$ cat config.mk
export PLATFORM = sky130hd
export DESIGN_NAME = multiplier_arbiter_tainttrack
export DESIGN_NICKNAME = d
export VERILOG_FILES = /design/src/rtl/multiplier_arbiter_tainttrack.sv
export SDC_FILE = /design/constraint.sdc
export NUM_CORES = 1
export LEC_CHECK = 0
export BUFFER_PORTS_ARGS = -buffer_cell sky130_fd_sc_hd__buf_2
export CORE_AREA = 2 2 124 126
export DETAILED_ROUTE_END_ITERATION = 16
export DIE_AREA = 0 0 126 128
export GPL_TIMING_DRIVEN = 0
export PLACE_DENSITY_LB_ADDON = 0.3
export SETUP_SLACK_MARGIN = 0.3
export SLEW_MARGIN = 25
export SYNTH_ARGS = -nofsm -noshare
export SYNTH_HDL_FRONTEND = slang
export SYNTH_SLANG_ARGS = --single-unit
$ cat constraint.sdc
create_clock -name clk -period 2 [get_ports clk]
set_clock_uncertainty 0.15 [all_clocks]
set_input_delay 0.1 -clock clk [delete_from_list [all_inputs] [get_ports clk]]
set_output_delay 0.1 -clock clk [all_outputs]
set_load 0.02 [all_outputs]
$ cat src/rtl/multiplier_arbiter_tainttrack.sv
// Round-robin arbiter/sequencer for one shared taint-tracked multiplier; request-to-done latency is 3 + multiplier latency.
// Requests are only sampled in IDLE, so requesters hold req/operands until ack; every output is registered.
module multiplier_arbiter_tainttrack #(
   parameter int WIDTH = 8
) (
   input  logic               clk,
   input  logic               rst,
   input  logic               req0,
   input  logic               req0_t,
   input  logic [WIDTH-1:0]   a0,
   input  logic [WIDTH-1:0]   a0_t,
   input  logic [WIDTH-1:0]   b0,
   input  logic [WIDTH-1:0]   b0_t,
   input  logic               req1,
   input  logic               req1_t,
   input  logic [WIDTH-1:0]   a1,
   input  logic [WIDTH-1:0]   a1_t,
   input  logic [WIDTH-1:0]   b1,
   input  logic [WIDTH-1:0]   b1_t,
   output logic               ack0,
   output logic               ack0_t,
   output logic               ack1,
   output logic               ack1_t,
   output logic               done0,
   output logic               done0_t,
   output logic               done1,
   output logic               done1_t,
   output logic [2*WIDTH-1:0] result,
   output logic [2*WIDTH-1:0] result_t,
   output logic               busy,
   output logic               busy_t,
   output logic               mul_start,
   output logic               mul_start_t,
   output logic [WIDTH-1:0]   mul_multiplier,
   output logic [WIDTH-1:0]   mul_multiplier_t,
   output logic [WIDTH-1:0]   mul_multiplicand,
   output logic [WIDTH-1:0]   mul_multiplicand_t,
   input  logic [2*WIDTH-1:0] mul_product,
   input  logic [2*WIDTH-1:0] mul_product_t,
   input  logic               mul_done,
   input  logic               mul_done_t
);

   typedef enum logic [1:0] {
      IDLE   = 2'd0,
      LAUNCH = 2'd1,
      WAIT   = 2'd2,
      DONE   = 2'd3
   } state_t;

   state_t state, state_nxt;
   logic   last, owner, sel_t, armed, done_t_q;
   logic   grant, gnt_id, capture;
   logic   req_t_any;

   assign req_t_any = req0_t | req1_t;

   always_ff @(posedge clk or negedge rst) begin
      if (!rst) state <= IDLE;
      else      state <= state_nxt;
   end

   always_comb begin
      state_nxt = state;
      grant     = 1'b0;
      gnt_id    = 1'b0;
      capture   = 1'b0;
      case (state)
         IDLE: begin
            if (req0 || req1) begin
               grant     = 1'b1;
               // On a tie the requester not served last wins.
               gnt_id    = (req0 && req1) ? ~last : req1;
               state_nxt = LAUNCH;
            end
         end
         LAUNCH: state_nxt = WAIT;
         WAIT: begin
            if (armed && mul_done) begin
               capture   = 1'b1;
               state_nxt = DONE;
            end
         end
         DONE:    state_nxt = IDLE;
         default: state_nxt = IDLE;
      endcase
   end

   always_ff @(posedge clk or negedge rst) begin
      if (!rst) begin
         last               <= 1'b0;
         owner              <= 1'b0;
         sel_t              <= 1'b0;
         armed              <= 1'b0;
         done_t_q           <= 1'b0;
         ack0               <= 1'b0;
         ack1               <= 1'b0;
         done0              <= 1'b0;
         done1              <= 1'b0;
         busy               <= 1'b0;
         mul_start          <= 1'b0;
         result             <= '0;
         result_t           <= '0;
         mul_multiplier     <= '0;
         mul_multiplier_t   <= '0;
         mul_multiplicand   <= '0;
         mul_multiplicand_t <= '0;
      end else begin
         ack0      <= grant & ~gnt_id;
         ack1      <= grant &  gnt_id;
         mul_start <= grant;
         done0     <= capture & ~owner;
         done1     <= capture &  owner;
         busy      <= (state_nxt != IDLE);

         if (grant) begin
            owner              <= gnt_id;
            sel_t              <= req_t_any;
            mul_multiplier     <= gnt_id ? a1 : a0;
            mul_multiplicand   <= gnt_id ? b1 : b0;
            mul_multiplier_t   <= (gnt_id ? a1_t : a0_t) | {WIDTH{req_t_any}};
            mul_multiplicand_t <= (gnt_id ? b1_t : b0_t) | {WIDTH{req_t_any}};
         end

         // A productDone still high from the previous job must be seen low first.
         if (state == LAUNCH)
            armed <= 1'b0;
         else if (state == WAIT && !mul_done)
            armed <= 1'b1;

         if (capture) begin
            result   <= mul_product;
            result_t <= mul_product_t | {2*WIDTH{sel_t}};
            done_t_q <= sel_t | mul_done_t;
         end

         if (state == DONE) begin
            last     <= owner;
            sel_t    <= 1'b0;
            done_t_q <= 1'b0;
         end
      end
   end

   assign ack0_t      = sel_t;
   assign ack1_t      = sel_t;
   assign mul_start_t = sel_t;
   assign busy_t      = sel_t;
   assign done0_t     = done_t_q;
   assign done1_t     = done_t_q;

endmodule
* Yosys cells after proc, flatten, opt, wreduce, memory -nomap -nowiden
Index checks and enable logic that the tools add are counted.
Storage, ports and cells: register bits 77, input port bits 104, output and inout bits 76
Operators by class: equal/unequal tests 3, muxes and demuxes 20, bitwise gates (word level) 12, reduce and logical (&&, ||, !) cells 10
Operator list (count):
- 8-bit 2-to-1 mux | 4
- 16-bit bitwise OR | 1
- 8-bit bitwise OR | 2
- 1-bit 2-to-1 mux | 13
- 2-bit case mux with 4 select lines | 1
- 2-bit nonzero test | 4
- 1-bit bitwise AND | 4
- 2-bit == test (second input constant) | 2
- 2-bit 2-to-1 mux | 2
- 1-bit logical AND | 3
- 1-bit inverter | 3
- 2-bit by 1-bit == test with 1-bit output (second input constant) | 1
- 2-bit zero test | 1
- 1-bit bitwise OR | 2
- 1-bit zero test | 1
- 1-bit logical OR | 1

* Logic depth before layout (Yosys ltp)
Gate-level depths: netlist of the first run.
depth in word-level cells 6, gate-level depth with buffers 8, mapped depth without buffers 6

* Worst setup path after synthesis of the first run
Ideal clock, no wire load.
path type reg-to-reg, start register state[0], end register result[10], arrival time 1336 ps, required time 1725 ps, path slack 389 ps, cell stages (with the launch flop) 6, path through dfrtp_1 -> inv_1 -> ha_1 -> nand3_2 -> buf_4 -> mux2_4
Between the ends: longest elaborated chain between the ends 2
RTL lines:
- start, declared | line 51 | state_t state, state_nxt;
- start signal, assigned | line 60 | else state <= state_nxt;
- 2-bit == test | line 68 | case (state)
- 1-bit 2-to-1 mux | line 68
- end signal, assigned | line 132 | result <= mul_product;
- end, declared | line 28 | output logic [2*WIDTH-1:0] result,
No other way between the ends. A chain may end at the register's enable or synchronous reset.

* Worst setup path in the final report of the first run
start register state[0], end register mul_multiplicand_t[7]
Between the ends: longest elaborated chain between the ends 4
RTL lines:
- 2-bit zero test (*) | line 68
- 1-bit 2-to-1 mux | line 68
- 8-bit 2-to-1 mux | line 122 | mul_multiplicand_t <= (gnt_id ? b1_t : b0_t) | {WIDTH{req_t_any}};
- 8-bit bitwise OR | line 122
- end signal, assigned | line 122
- end, declared | line 37 | output logic [WIDTH-1:0] mul_multiplicand_t,
Every way passes the cells marked *; elsewhere a longest branch is shown, timed or not.

==> impl_metrics.tcl, run 1 <==
set metrics [dict create \
    cts-root-buf "clkbuf_16" \
    wirelength_mm 13.2 \
    drv_slew 0 \
    rows 45 \
    cp.required_ps 2110 \
    place.gp.congestion 0.756 \
    drc 0 \
    yosysSeqAreaShare_pct 52.9 \
    nNetsFinal 752 \
    antenna_left 0 \
    fmax_mhz 591 \
    syn_nets 452 \
    gr-total-overflow 0 \
    rsz0062_at_grt "yes" \
    htree_levels 3 \
    crit_family "buffers and inverters" \
    status "completed" \
    leakagePower_nw 2.91 \
    grt_first_pass_wirelength_mm 20.6 \
    worst_slew_pin_slew_ps 457 \
    diodes 0 \
    cp_max_fo 10 \
    start_kind "flop" \
    synth-edff-count 0 \
    dr_total_vias 3863 \
    worstPathCellList "inv_2 > ha_4 > buf_6 > buf_4 > buf_2 > o2111ai_1 > a31oi_1" \
    synthCells 343 \
    regArea_sq_um 1930 \
    maxCapViolCount 0 \
    p_total_mw 9.15 \
    hold_violations 0 \
    pin_count 180 \
    finalSetupViolCount 0 \
    grt_usage_pct 16.2 \
    relSlewSlack_pct 69.5 \
    wl_per_cell_microns 15.7 \
    fp.dieW_microns 126 \
    clock-sinks 77 \
    core_area_sq_um 14900 \
    yosysWarnings 0 \
    clk_path_buf_depth 2 \
    grt_pass1_vias 4015 \
    vias_per_cell 4.62 \
    ys_types 30 \
    fin_area_sq_um 6320 \
    yosys-top-cells-area "dfrtp_1, o2111ai_1, mux2_4" \
    power_density_nw_per_um2 1450 \
    dpl_cell_area_sq_um 4800 \
    syn_area_sq_um 3640 \
    ys_seq_elements 77 \
    tritoncts "yes" \
    criticalPathCategory "flop to flop" \
    timing.final.crit_share_pct 84.6 \
    drtIter0Drc 133 \
    fin_crit_ps 1690 \
    crit_slowest_cell "dfrtp_1" \
    min_path_type "input pin to flop" \
    grt_start_max_net_pins 49 \
    numCtsBuffers 9 \
    yosysTopAreaCellShare_pct 52.9 \
    die_y_microns 128 \
    fillers 1436 \
    io_buffers 178 \
    initial_core_util_pct 24.5 \
    multi_input_area_sq_um 1530 \
    insertion_delay_ps 350 \
    antenna_found_initial 0 \
    synthArstFlopShare_pct 100 \
    syn2layout_area_growth_pct 73.4 \
    yosys.area.top_type "dfrtp_1" \
    max_stage_delay_ps 390 \
    crit_arrival_ps 1800 \
    synth_ff_type "dfrtp_1" \
    cts.clk_slew.worst_paths_ps 60 \
    avgSynthCellArea_sq_um 10.6 \
    layout-drive-gt1-share_pct 43.8 \
    dr.pass1.iters 4 \
    ir_drop_mv 0.690 \
    end_kind "flop" \
    critPathBufInv 4 \
    hpwl_mm 8.56 \
    die_area_sq_um 16100 \
    utilization_pct 42.5 \
]
-- state kept, by name (all words and copies together), names as in the netlist, 2 cells and up --
register            count
mul_multiplier          8
result_t               16
result                 16
mul_multiplicand        8
mul_multiplier_t        8
mul_multiplicand_t      8
state                   2
-- cells by family (layout without fill, tap and decap cells) --
kind of cell | after synthesis | count (layout) | share of synthesized area, %
buf+inv | 45 | 350 | 7.76
simple gates | 81 | 81 | 9.38
mux | 16 | 16 | 6.49
fa+ha+maj | 5 | 5 | 1.72
compound gates | 119 | 119 | 21.8
flops | 77 | 77 | 52.9
-- repair_timing --
| action | 4_1_cts | 5_1_grt |
|---|---|---|
| endpoints found under the setup margin | 67 | 65 |
| pin swaps | 2 | 5 |
| setup buffers | 7 | 2 |
| endpoints found under the hold margin | 144 | 0 |
| gates cloned | 1 | 0 |
| hold buffers | 100 | 0 |
| gates resized for setup | 12 | 37 |
-- cells in the mapped netlist, types with 6 or more instances --
cell,number
dfrtp_1,77
nor2_1,55
a31oi_1,34
o2111ai_1,32
o21ai_0,22
o21ai_1,22
nand2_1,17
buf_2,16
mux2_4,15
buf_4,9
clkbuf_1,6
inv_1,6
o21ai_2,6
-- worst paths after layout --
check                             start                     to  slack [ps]  cells past startpoint
setup / recovery               state[0]  mul_multiplicand_t[7]         310                      7
hold / removal                     req0               state[0]          40                      3
setup reg to reg               state[0]  mul_multiplicand_t[7]         310                      7
hold reg to reg            result_t[14]           result_t[14]         330                      2
max in group asynchronous           rst  mul_multiplicand_t[2]        1010                      3
min in group asynchronous           rst            result_t[1]          90                      2
-- layer usage --
metal	vias to the layer above	wire [microns]	GRT usage, %
li1	1853	-	-
met1	1856	5570	19.3
met2	143	6680	28.5
met3	11	776	5.05
met4	0	135	4.33
met5	-	0	0
-- area by class of cell --
type	count	share of cell area [%]
plain buffers	38	4.65
clock buffers	10	3.62
clock inverters	6	1.13
inverters	7	0.416
multi-input cells	221	24.2
flip-flops and latches	77	30.5
well taps	188	3.72
repair buffers	289	31.7
-- report_power, final --
part | total (mW) | internal [mW] | switching (mW)
Combinational | 4.71 | 1.93 | 2.78
Clock | 1.70 | 0.979 | 0.719
Sequential | 2.74 | 2.32 | 0.421
-- cells in the final DEF, fill, tap and decap left out, types with 9 or more instances in the layout --
master	n
buf_2	186
nand2_1	17
dlygate4sd3_1	100
o21ai_1	22
mux2_4	15
nor2_1	54
o2111ai_1	30
dfrtp_1	77
o21ai_0	21
clkbuf_16	9
buf_4	20
a31oi_1	30
-- metrics by stage --
stage                     std cells  TNS, ps  hold WS, ps  setup slack, ps
after floorplan                 343        0         -346              389
after global placement          709        0          184             9.32
final                           836        0         40.0              308
after CTS                       834        0         31.6              296
after global routing            836        0         69.7              248
after detailed placement        710     -255        -74.6            -35.5
-- worst min-delay path, cell delays in order --
cell and delay, ps:
buf_2 130, o21ai_0 150, a31oi_1 100
Power figures use the tool's default switching activity.
==> inputs of run 2 (changes only) <==
ABC_AREA = 1   (was unset)
CORE_AREA = 2 2 123 125   (was 2 2 124 126)
DIE_AREA = 0 0 125 127   (was 0 0 126 128)
clock period = 1.45 ns   (was 2 ns; I/O delays follow)
==> impl_metrics.tcl, run 2 <==
set metrics [dict create \
    regArea_sq_um 1930 \
    grtUsageMet1_pct 18.4 \
    hpwl_mm 7.67 \
    pin_count 180 \
    drtIter0Drc 122 \
    whs_ps -42.0 \
    start_kind "flop" \
    yosys-top-cells-area "dfrtp_1, nand2_1, nor2_1" \
    avgSynthCellArea_sq_um 7.95 \
    yosysSeqAreaShare_pct 54.1 \
    worst_slew_pin_slew_ps 413 \
    maxCapViolCount 0 \
    vias_per_cell 4.15 \
    top_regs "result (16), result_t (16)" \
    cp_max_fo 10 \
    fin_area_sq_um 6460 \
    synth_ff_type "dfrtp_1" \
    crit_arrival_ps 1630 \
    cp.required_ps 1520 \
    initial_core_util_pct 24.7 \
    wl_per_cell_microns 12.9 \
    clk_path_buf_depth 2 \
    power_density_nw_per_um2 1870 \
    finalSetupViolCount 67 \
    yosys.area.top_type "dfrtp_1" \
    antenna_left 0 \
    die_y_microns 127 \
    multi_input_area_sq_um 1480 \
    tritoncts "yes" \
    grt_usage_pct 14.9 \
    clock-sinks 77 \
    criticalPathCategory "flop to flop" \
    synth-edff-count 0 \
    ys_seq_elements 77 \
    syn_area_sq_um 3560 \
    gr-total-overflow 0 \
    drv_slew 0 \
    rows 44 \
    fillers 1407 \
    hold_violations 4 \
    diodes 0 \
    violations "negative hold slack, negative setup slack" \
    cts.clk_slew.worst_paths_ps 60 \
    place.gp.congestion 0.728 \
    numCtsBuffers 9 \
    rsz0062_at_grt "yes" \
    cts_hold_buf 100 \
    syn2layout_area_growth_pct 81.6 \
    p_seq_share_pct 30.4 \
    dr_total_vias 3909 \
    synthArstFlopShare_pct 100 \
    ys_top_cells_by_count "nand2_1, nor2_1, dfrtp_1, inv_1, o21ai_0" \
    dpl_cell_area_sq_um 4780 \
    grt_pass1_vias 3912 \
    grt_most_used_layer "met2" \
    grt_first_pass_wirelength_mm 18.9 \
    ir_drop_mv 0.854 \
    fin_crit_ps 1560 \
    leakagePower_nw 3.31 \
    wirelength_mm 12.2 \
    synthCells 448 \
    final_common_cell "buf_2" \
    syn_nets 557 \
    end_kind "flop" \
    layout-drive-gt1-share_pct 36.6 \
    die_area_sq_um 15900 \
    nNetsFinal 862 \
    antenna_found_initial 0 \
    yosysMostFrequentCell "nand2_1" \
    status "complete, but fails checks" \
    grt_util_met2_pct 25.4 \
    yosysWarnings 0 \
    core_area_sq_um 14400 \
    min_path_type "input pin to flop" \
    ys_types 26 \
    relSlewSlack_pct 72.5 \
    met3_usage_pct 3.22 \
    finalWorstSetupSlack_ps -110 \
    internal-power_mw 7.07 \
    cts-root-buf "clkbuf_16" \
    final_cell_mix "buf_2, nand2_1, dlygate4sd3_1, nor2_1, dfrtp_1" \
    fp.dieW_microns 125 \
    dr.pass1.iters 4 \
    yosysTopAreaCellShare_pct 54.1 \
    p_switching_mw 5.05 \
    fmax_mhz 641 \
    r2r_slack_ps -110 \
    grt_start_max_net_pins 48 \
    combPwrFrac_pct 52.3 \
    htree_levels 3 \
    insertion_delay_ps 330 \
    power_frac_clock_pct 17.3 \
    setup_tns_ps -3840 \
    drc 0 \
    swShare_pct 41.6 \
    io_buffers 179 \
    timing.final.crit_share_pct 108 \
]
## run 2: final timing paths
path | from | endpoint | cells after the start
max in group asynchronous | rst | ack0_t | 3
hold reg to reg | owner | done0 | 1
setup / recovery | state[0] | mul_multiplier_t[4] | 10
setup reg to reg | state[0] | mul_multiplier_t[4] | 10
hold / removal | req1_t | mul_multiplicand_t[7] | 5
min in group asynchronous | rst | result[6] | 2
## run 2: power groups by stage
| stage | clock, mW | combinational (mW) | sequential (mW) |
|---|---|---|---|
| finish | 2.10 | 6.34 | 3.68 |
| global route | 2.27 | 6.91 | 3.82 |
| CTS | 2.19 | 6.14 | 3.69 |
| detailed placement | 0 | 5.30 | 3.69 |
| global placement | 0 | 5.24 | 3.68 |
| floorplan | 0 | 2.27 | 4.83 |
## run 2: area by class of cell
type,instances,area share (%)
timing repair buffer,294,33.3
sequential,77,29.8
multi-input combinational,319,22.8
buffer,26,4.26
clock buffer,11,3.91
tap,184,3.56
inverter,26,1.94
clock inverter,4,0.368
## run 2: routing by layer
metal | vias up | routed length (microns)
met2 | 123 | 5800
met5 | - | 0
met3 | 17 | 666
li1 | 1976 | -
met4 | 0 | 225
met1 | 1793 | 5470
## run 2: worst max-delay path, stage by stage, from the launching register on
cell and delay [ps]:
dfrtp_1 390, inv_2 100, ha_4 160, nand2_4 60, clkinv_8 60, nand2_8 100, buf_8 180, nand2_2 60
nand2_2 50, nor2_1 80, nor2_1 50
## run 2: cells by family (layout without fill, tap and decap cells)
group                    count (synthesis)  after routing  synth area share [%]
AND/OR/NAND/NOR                        277            277                  31.1
AO/OA/AOI/OAI                           37             37                  5.27
adder cells (fa/ha/maj)                  5              5                  1.76
flip-flops                              77             77                  54.1
buffers and inverters                   52            361                  7.77
## run 2: stage by stage
step                      instances  util (%)  worst slack, ps  power, mW
final                           941      44.8             -110       12.1
after global routing            941      44.8             -201       13.0
after CTS                       937      43.8             -115       12.0
after detailed placement        812      33.1             -312       8.99
after global placement          811      32.9             -511       8.92
after floorplan                 448         -             21.1       7.10
## run 2: what timing repair did
| action | CTS | global route |
|---|---|---|
| endpoints found under the setup margin | 80 | 81 |
| cloned | 2 | 2 |
| resized for setup | 51 | 24 |
| pin swaps | 2 | 12 |
| hold endpoints to repair | 145 | 2 |
| buffers inserted | 8 | 2 |
